===== config.mk =====
export PLATFORM = sky130hd
export DESIGN_NAME = gcd_lcm_stage
export DESIGN_NICKNAME = d
export VERILOG_FILES = /design/src/rtl/gcd_pkg.sv /design/src/rtl/seq_divider.sv /design/src/rtl/gcd_lcm_stage.sv
export SDC_FILE = /design/constraint.sdc
export NUM_CORES = 1
export LEC_CHECK = 0
export ABC_CLOCK_PERIOD_IN_PS = 5540
export BUFFER_PORTS_ARGS = -buffer_cell sky130_fd_sc_hd__buf_2
export CORE_ASPECT_RATIO = 0.8
export CORE_UTILIZATION = 55
export CTS_BUF_LIST = sky130_fd_sc_hd__clkbuf_16
export DETAILED_ROUTE_END_ITERATION = 10
export PLACE_DENSITY = 0.75
export SKIP_CTS_REPAIR_TIMING = 1
export SLEW_MARGIN = 5
export SYNTH_ARGS = -nofsm -noshare
export SYNTH_HDL_FRONTEND = slang
export SYNTH_HIERARCHICAL = 1
export SYNTH_SLANG_ARGS = --single-unit

===== constraint.sdc =====
create_clock -name clk -period 5.54 [get_ports clk]
set_clock_uncertainty 0.2 [all_clocks]
set_input_delay 0.277 -clock clk [delete_from_list [all_inputs] [get_ports clk]]
set_output_delay 0.277 -clock clk [all_outputs]
set_load 0.005 [all_outputs]

===== src/rtl/gcd_pkg.sv =====
// Shared definitions for the GCD core and its downstream LCM stage.
package gcd_pkg;

  localparam int GCD_WIDTH = 4;

  typedef enum logic [1:0] {
    IDLE = 2'd0,
    DIV  = 2'd1,
    MUL  = 2'd2,
    OUT  = 2'd3
  } state_t;

endpackage


===== src/rtl/seq_divider.sv =====
// Restoring divider producing one quotient bit per cycle, MSB first, over WIDTH cycles.
// done marks the cycle in which the final bit is produced; results are valid after that edge.
module seq_divider #(
  parameter int WIDTH = gcd_pkg::GCD_WIDTH
) (
  input  logic             clk,
  input  logic             rst,
  input  logic             start,
  input  logic [WIDTH-1:0] dividend,
  input  logic [WIDTH-1:0] divisor,
  output logic             busy,
  output logic             done,
  output logic [WIDTH-1:0] quotient,
  output logic [WIDTH-1:0] remainder
);

  localparam int CNT_W = (WIDTH > 1) ? $clog2(WIDTH) : 1;
  localparam logic [CNT_W-1:0] LAST = CNT_W'(WIDTH - 1);

  logic             busy_q, busy_d;
  logic [CNT_W-1:0] cnt_q, cnt_d;
  logic [WIDTH-1:0] rem_q, rem_d;
  logic [WIDTH-1:0] quo_q, quo_d;
  logic [WIDTH-1:0] div_q, div_d;
  logic [WIDTH:0]   trial;
  logic [WIDTH:0]   diff;
  logic             q_bit;

  // quo_q doubles as the dividend shift register: dividend bits leave at the top
  // while quotient bits enter at the bottom.
  always_comb begin
    busy_d = busy_q;
    cnt_d  = cnt_q;
    rem_d  = rem_q;
    quo_d  = quo_q;
    div_d  = div_q;
    trial  = '0;
    diff   = '0;
    q_bit  = 1'b0;
    if (start) begin
      busy_d = 1'b1;
      cnt_d  = '0;
      rem_d  = '0;
      quo_d  = dividend;
      div_d  = divisor;
    end else if (busy_q) begin
      trial = {rem_q, quo_q[WIDTH-1]};
      diff  = trial - {1'b0, div_q};
      if (trial >= {1'b0, div_q}) begin
        q_bit = 1'b1;
        rem_d = diff[WIDTH-1:0];
      end else begin
        rem_d = trial[WIDTH-1:0];
      end
      quo_d = WIDTH'({quo_q, q_bit});
      cnt_d = cnt_q + CNT_W'(1);
      if (cnt_q == LAST) begin
        busy_d = 1'b0;
      end
    end
  end

  always_ff @(posedge clk or posedge rst) begin
    if (rst) begin
      busy_q <= 1'b0;
      cnt_q  <= '0;
      rem_q  <= '0;
      quo_q  <= '0;
      div_q  <= '0;
    end else begin
      busy_q <= busy_d;
      cnt_q  <= cnt_d;
      rem_q  <= rem_d;
      quo_q  <= quo_d;
      div_q  <= div_d;
    end
  end

  assign busy      = busy_q;
  assign done      = busy_q && (cnt_q == LAST);
  assign quotient  = quo_q;
  assign remainder = rem_q;

endmodule


===== src/rtl/gcd_lcm_stage.sv =====
// LCM stage: lcm = (x / gcd) * y via a sequential divider then a shift-add multiplier.
// One job in flight; flags gcd == 0 or a gcd that does not divide x.
module gcd_lcm_stage
  import gcd_pkg::*;
#(
  parameter int WIDTH = GCD_WIDTH
) (
  input  logic               clk,
  input  logic               rst,
  input  logic               in_valid,
  output logic               in_ready,
  input  logic [WIDTH-1:0]   in_x,
  input  logic [WIDTH-1:0]   in_y,
  input  logic [WIDTH-1:0]   in_gcd,
  output logic               out_valid,
  input  logic               out_ready,
  output logic [2*WIDTH-1:0] out_lcm,
  output logic               out_err
);

  localparam int CNT_W = (WIDTH > 1) ? $clog2(WIDTH) : 1;
  localparam logic [CNT_W-1:0] LAST = CNT_W'(WIDTH - 1);

  state_t             state_q, state_d;
  logic [WIDTH-1:0]   y_q, y_d;
  logic [2*WIDTH-1:0] mcand_q, mcand_d;
  logic [2*WIDTH-1:0] acc_q, acc_d;
  logic [CNT_W-1:0]   mcnt_q, mcnt_d;
  logic [2*WIDTH-1:0] lcm_q, lcm_d;
  logic               err_q, err_d;
  logic [2*WIDTH-1:0] acc_next;

  logic             accept;
  logic             div_start;
  logic             div_busy;
  logic             div_done;
  logic [WIDTH-1:0] quotient;
  logic [WIDTH-1:0] remainder;

  assign accept    = in_valid && in_ready;
  assign div_start = accept && (in_gcd != '0);

  seq_divider #(.WIDTH(WIDTH)) u_div (
    .clk       (clk),
    .rst       (rst),
    .start     (div_start),
    .dividend  (in_x),
    .divisor   (in_gcd),
    .busy      (div_busy),
    .done      (div_done),
    .quotient  (quotient),
    .remainder (remainder)
  );

  always_ff @(posedge clk or posedge rst) begin
    if (rst) begin
      state_q <= IDLE;
    end else begin
      state_q <= state_d;
    end
  end

  // A DIV state without a running divider can never finish, so fall back to IDLE.
  always_comb begin
    state_d = state_q;
    unique case (state_q)
      IDLE: if (accept) state_d = (in_gcd == '0) ? OUT : DIV;
      DIV: begin
        if (div_done)       state_d = MUL;
        else if (!div_busy) state_d = IDLE;
      end
      MUL: if (mcnt_q == LAST) state_d = OUT;
      OUT: if (out_ready) state_d = IDLE;
      default: state_d = IDLE;
    endcase
  end

  always_comb begin
    in_ready  = 1'b0;
    out_valid = 1'b0;
    unique case (state_q)
      IDLE:    in_ready  = 1'b1;
      OUT:     out_valid = 1'b1;
      default: ;
    endcase
  end

  // Multiplier reads the finished quotient bit by bit while y shifts left.
  always_comb begin
    y_d      = y_q;
    mcand_d  = mcand_q;
    acc_d    = acc_q;
    mcnt_d   = mcnt_q;
    lcm_d    = lcm_q;
    err_d    = err_q;
    acc_next = acc_q + (quotient[mcnt_q] ? mcand_q : '0);
    unique case (state_q)
      IDLE: begin
        if (accept) begin
          y_d = in_y;
          if (in_gcd == '0) begin
            lcm_d = '0;
            err_d = 1'b1;
          end
        end
      end
      DIV: begin
        if (div_done) begin
          mcand_d = {{WIDTH{1'b0}}, y_q};
          acc_d   = '0;
          mcnt_d  = '0;
        end
      end
      MUL: begin
        acc_d   = acc_next;
        mcand_d = mcand_q << 1;
        mcnt_d  = mcnt_q + CNT_W'(1);
        if (mcnt_q == LAST) begin
          lcm_d = acc_next;
          err_d = (remainder != '0);
        end
      end
      default: ;
    endcase
  end

  always_ff @(posedge clk or posedge rst) begin
    if (rst) begin
      y_q     <= '0;
      mcand_q <= '0;
      acc_q   <= '0;
      mcnt_q  <= '0;
      lcm_q   <= '0;
      err_q   <= 1'b0;
    end else begin
      y_q     <= y_d;
      mcand_q <= mcand_d;
      acc_q   <= acc_d;
      mcnt_q  <= mcnt_d;
      lcm_q   <= lcm_d;
      err_q   <= err_d;
    end
  end

  assign out_lcm = lcm_q;
  assign out_err = err_q;

endmodule

==> run metrics <==
Starting Density 0.597; clock period minus final worst setup slack 3.08 ns; kind of launch point of the worst setup path flop; max-cap violations 0; beginning of the worst register-to-register path mcnt_q[0]; CTS tree yes; leak pwr 1.44 nW; Via density 5.73; H-tree depth 2; antenna violations before repair 0; uppermost layer routed met4; wire length of the first global-routing pass 8.55 mm; net count after synthesis 280; actual transition at the worst max-transition pin 0.968 ns; Die Area 4990 µm²; number of global-route vias before repair 1854; pin count of the biggest net entering global routing 34; critical-path maximum fanout 9; total negative slack for setup checks 0 ns; count of yosys warnings during synthesis 6; amount of wire on met2 after detailed routing 1.97 mm; Area growth, synth to finish 13.0%; Peak supply drop 0.000284 V; run status finished, final reports clean; cell breakdown of the critical path mux4_2 > and2_1 > ha_1 > fa_1 > a21o_1 > a21oi_1 > o211ai_1 > xnor2_1 > o31ai_2; number of synthesized register bits 48; port buffer count 26; classification of the worst-slack hold path input port to flop; Final Net Count 306; global route total overflow 0; end of the worst register-to-register path out_lcm[6]; Cell Rows 21; Die Ht 63.4 µm; Clock Tree Buf Depth 2; Rel. slew slack 0.353; top post-synthesis cells by area dfrtp_1 46%, ha_1 6.3%, a22o_1 4.7%; post-route standard cell area excluding fillers 2930 µm²; internal reg-to-reg setup slack 2.46 ns; wirelength, routed 4.77 mm; Data required, critical path 5.53 ns; hold path endpoint u_div/quotient[2]; number of diodes 0; Root Driver clkbuf_16; final-layout worst hold slack 0.0133 ns; logic depth of the worst register-to-register path 9; post-route clock period utilization 0.557; remaining antenna violation count after routing 0; number of DRC markers in iteration 0 110; die span in x 78.7 µm; Final Max Tran Viols 0; fraction of final layout cells with drive strength greater than 1 0.188; Total GRT Usage 0.220; Critical path buffers and inverters 0; clock latency on the worst-skew pair 0.28 ns; TritonCTS Sinks 48; Synth Cell Area 2590 µm²; cell taking the most area after synthesis dfrtp_1; Post-synth EDFFs 0; flip-flop cell with the highest count after synthesis dfrtp_1; number of buffers created by CTS 5; worst setup path category flop to flop; standard cell core area 4340 µm²; setup repair after global routing missed its margin no; final hold vios 0; detailed-route DRC error count 0; cells after synthesis 249; I/O pins 27; fraction of synthesized cell area taken by the top area cell type 0.464; DR pass1 iterations 4; maximum single-stage delay on the critical path 0.60 ns; wire length per cell after detailed routing 14.3 µm; hold-critical path depth 3; gate family responsible for the most delay along the worst path compound AO/OA/AOI/OAI gates; capturing element type of the critical path flop; metal3 WL 308 µm; Post-Synthesis Mean Instance Area 10.4 µm²; count of fill cells added during filler insertion 366; part of the Yosys area used for sequential elements 0.464; Crit-path slowest cell mux4_2; Total Power 1.79 mW; Area after DPL 2760 µm²; total half-perimeter wirelength after legalization and detailed placement 3.47 mm; Critical Path AT 3.08 ns; Unique masters post-synth 47; maximum clock rate 0.324 GHz; total power density per cell area 612 nW/µm²; clock input transition at the sequential cells of the worst setup and hold paths 0.06 ns; hold_sp in_x[2]; last weighted congestion value of the routability-driven placer 0.848; setup violators final 0; logic depth of the worst path, buffers included 9; Metal-1 WL 2.47 mm; fraction of registers with async set or reset after synthesis 1.00; routed via count 1909; end-of-flow core utilization 0.675
==> area by class of cell <==
| type | count | area (µm²) | area share |
|---|---|---|---|
| clock buffers | 5 | 125 | 0.0428 |
| multi-input cells | 177 | 1290 | 0.442 |
| clock inverters | 3 | 18.8 | 0.00641 |
| repair buffers | 31 | 173 | 0.0590 |
| well taps | 57 | 71.3 | 0.0244 |
| flip-flops and latches | 48 | 1200 | 0.410 |
| inverters | 12 | 45.0 | 0.0154 |
==> worst max-delay path by stage <==
| stage | to | startpoint |
|---|---|---|
| after floorplan | out_lcm[6] | mcnt_q[0] |
| after global placement | acc_q[6] | mcnt_q[0] |
| after detailed placement | acc_q[6] | mcnt_q[0] |
| after CTS | acc_q[6] | mcnt_q[0] |
| after global routing | out_lcm[6] | mcnt_q[0] |
| final | out_lcm[6] | mcnt_q[0] |
==> synthesized netlist by cell type (all sizes together) (2+ instances only) <==
| master | instances |
|---|---|
| dfrtp | 48 |
| nand2 | 27 |
| o21ai | 22 |
| nor2 | 15 |
| a22o | 14 |
| ha | 13 |
| inv | 12 |
| and2 | 9 |
| mux2i | 8 |
| mux2 | 7 |
| xnor2 | 7 |
| a21o | 6 |
| a21oi | 6 |
| buf | 6 |
| clkbuf | 6 |
| a311oi | 3 |
| nand3 | 3 |
| nor4 | 3 |
| a31oi | 2 |
| fa | 2 |
| nand2b | 2 |
| nand4 | 2 |
| nor2b | 2 |
| nor3 | 2 |
| o211ai | 2 |
| or2 | 2 |
| or3 | 2 |
==> cell usage in the layout, fill, tap and decap left out, types with 2 or more instances in the layout <==
cell	n
buf_4	3
a21oi_1	6
inv_1	12
nand2b_1	2
a311oi_1	3
buf_2	26
nand3_1	3
clkbuf_16	5
mux2i_1	8
nor4_1	2
dfrtp_1	48
o21ai_0	22
clkinvlp_4	2
ha_1	13
nor2b_1	2
dlygate4sd3_1	2
mux2_2	7
nand4_1	2
a22o_1	14
nor2_1	14
o211ai_1	2
a31oi_1	2
a21o_1	6
and2_1	9
or3_1	2
nand2_1	27
xnor2_1	7
or2_2	2
fa_1	2
==> metrics by stage <==
step / worst slack (ns) / cells
global route: 2.29 / 333
finish: 2.46 / 333
floorplan: 2.65 / 249
detailed placement: 2.46 / 323
CTS: 2.46 / 331
global placement: 2.55 / 323
==> where the power goes <==
group / total [mW] / switching (mW) / internal (mW)
combinational: 0.844 / 0.436 / 0.408
clock: 0.289 / 0.124 / 0.165
sequential: 0.658 / 0.150 / 0.508
==> cells by family (layout without fill, tap and decap cells) <==
| family | after synthesis | count (layout) | synth area share |
|---|---|---|---|
| compound gates | 63 | 63 | 0.170 |
| buf+inv | 24 | 51 | 0.0391 |
| fa+ha+maj | 15 | 15 | 0.0783 |
| simple gates | 74 | 74 | 0.143 |
| flops | 48 | 48 | 0.464 |
| mux | 16 | 16 | 0.0701 |
| xor+xnor | 9 | 9 | 0.0362 |
==> state kept, by name, summed over array words and instances (netlist names) <==
| signal | flops |
|---|---|
| u_div/quotient | 4 |
| u_div/cnt_q | 2 |
| state_q | 2 |
| y_q | 4 |
| mcnt_q | 2 |
| mcand_q | 8 |
| u_div/busy | 1 |
| out_lcm | 8 |
| u_div/div_q | 4 |
| out_err | 1 |
| u_div/remainder | 4 |
| acc_q | 8 |
==> worst register-to-register path: stages, from the launching register on <==
cell and delay [ns]:
dfrtp_1 0.40, mux4_2 0.60, and2_1 0.20, ha_1 0.21, fa_1 0.44, a21o_1 0.19, a21oi_1 0.23, o211ai_1 0.16
xnor2_1 0.16, o31ai_2 0.20
==> layer usage <==
metal,vias to the layer above,global-route usage
li1,942,-
met1,911,0.333
met2,54,0.324
met3,2,0.0464
met4,0,0.0509
met5,-,0
Note: power is estimated with default switching activity, not from simulation.
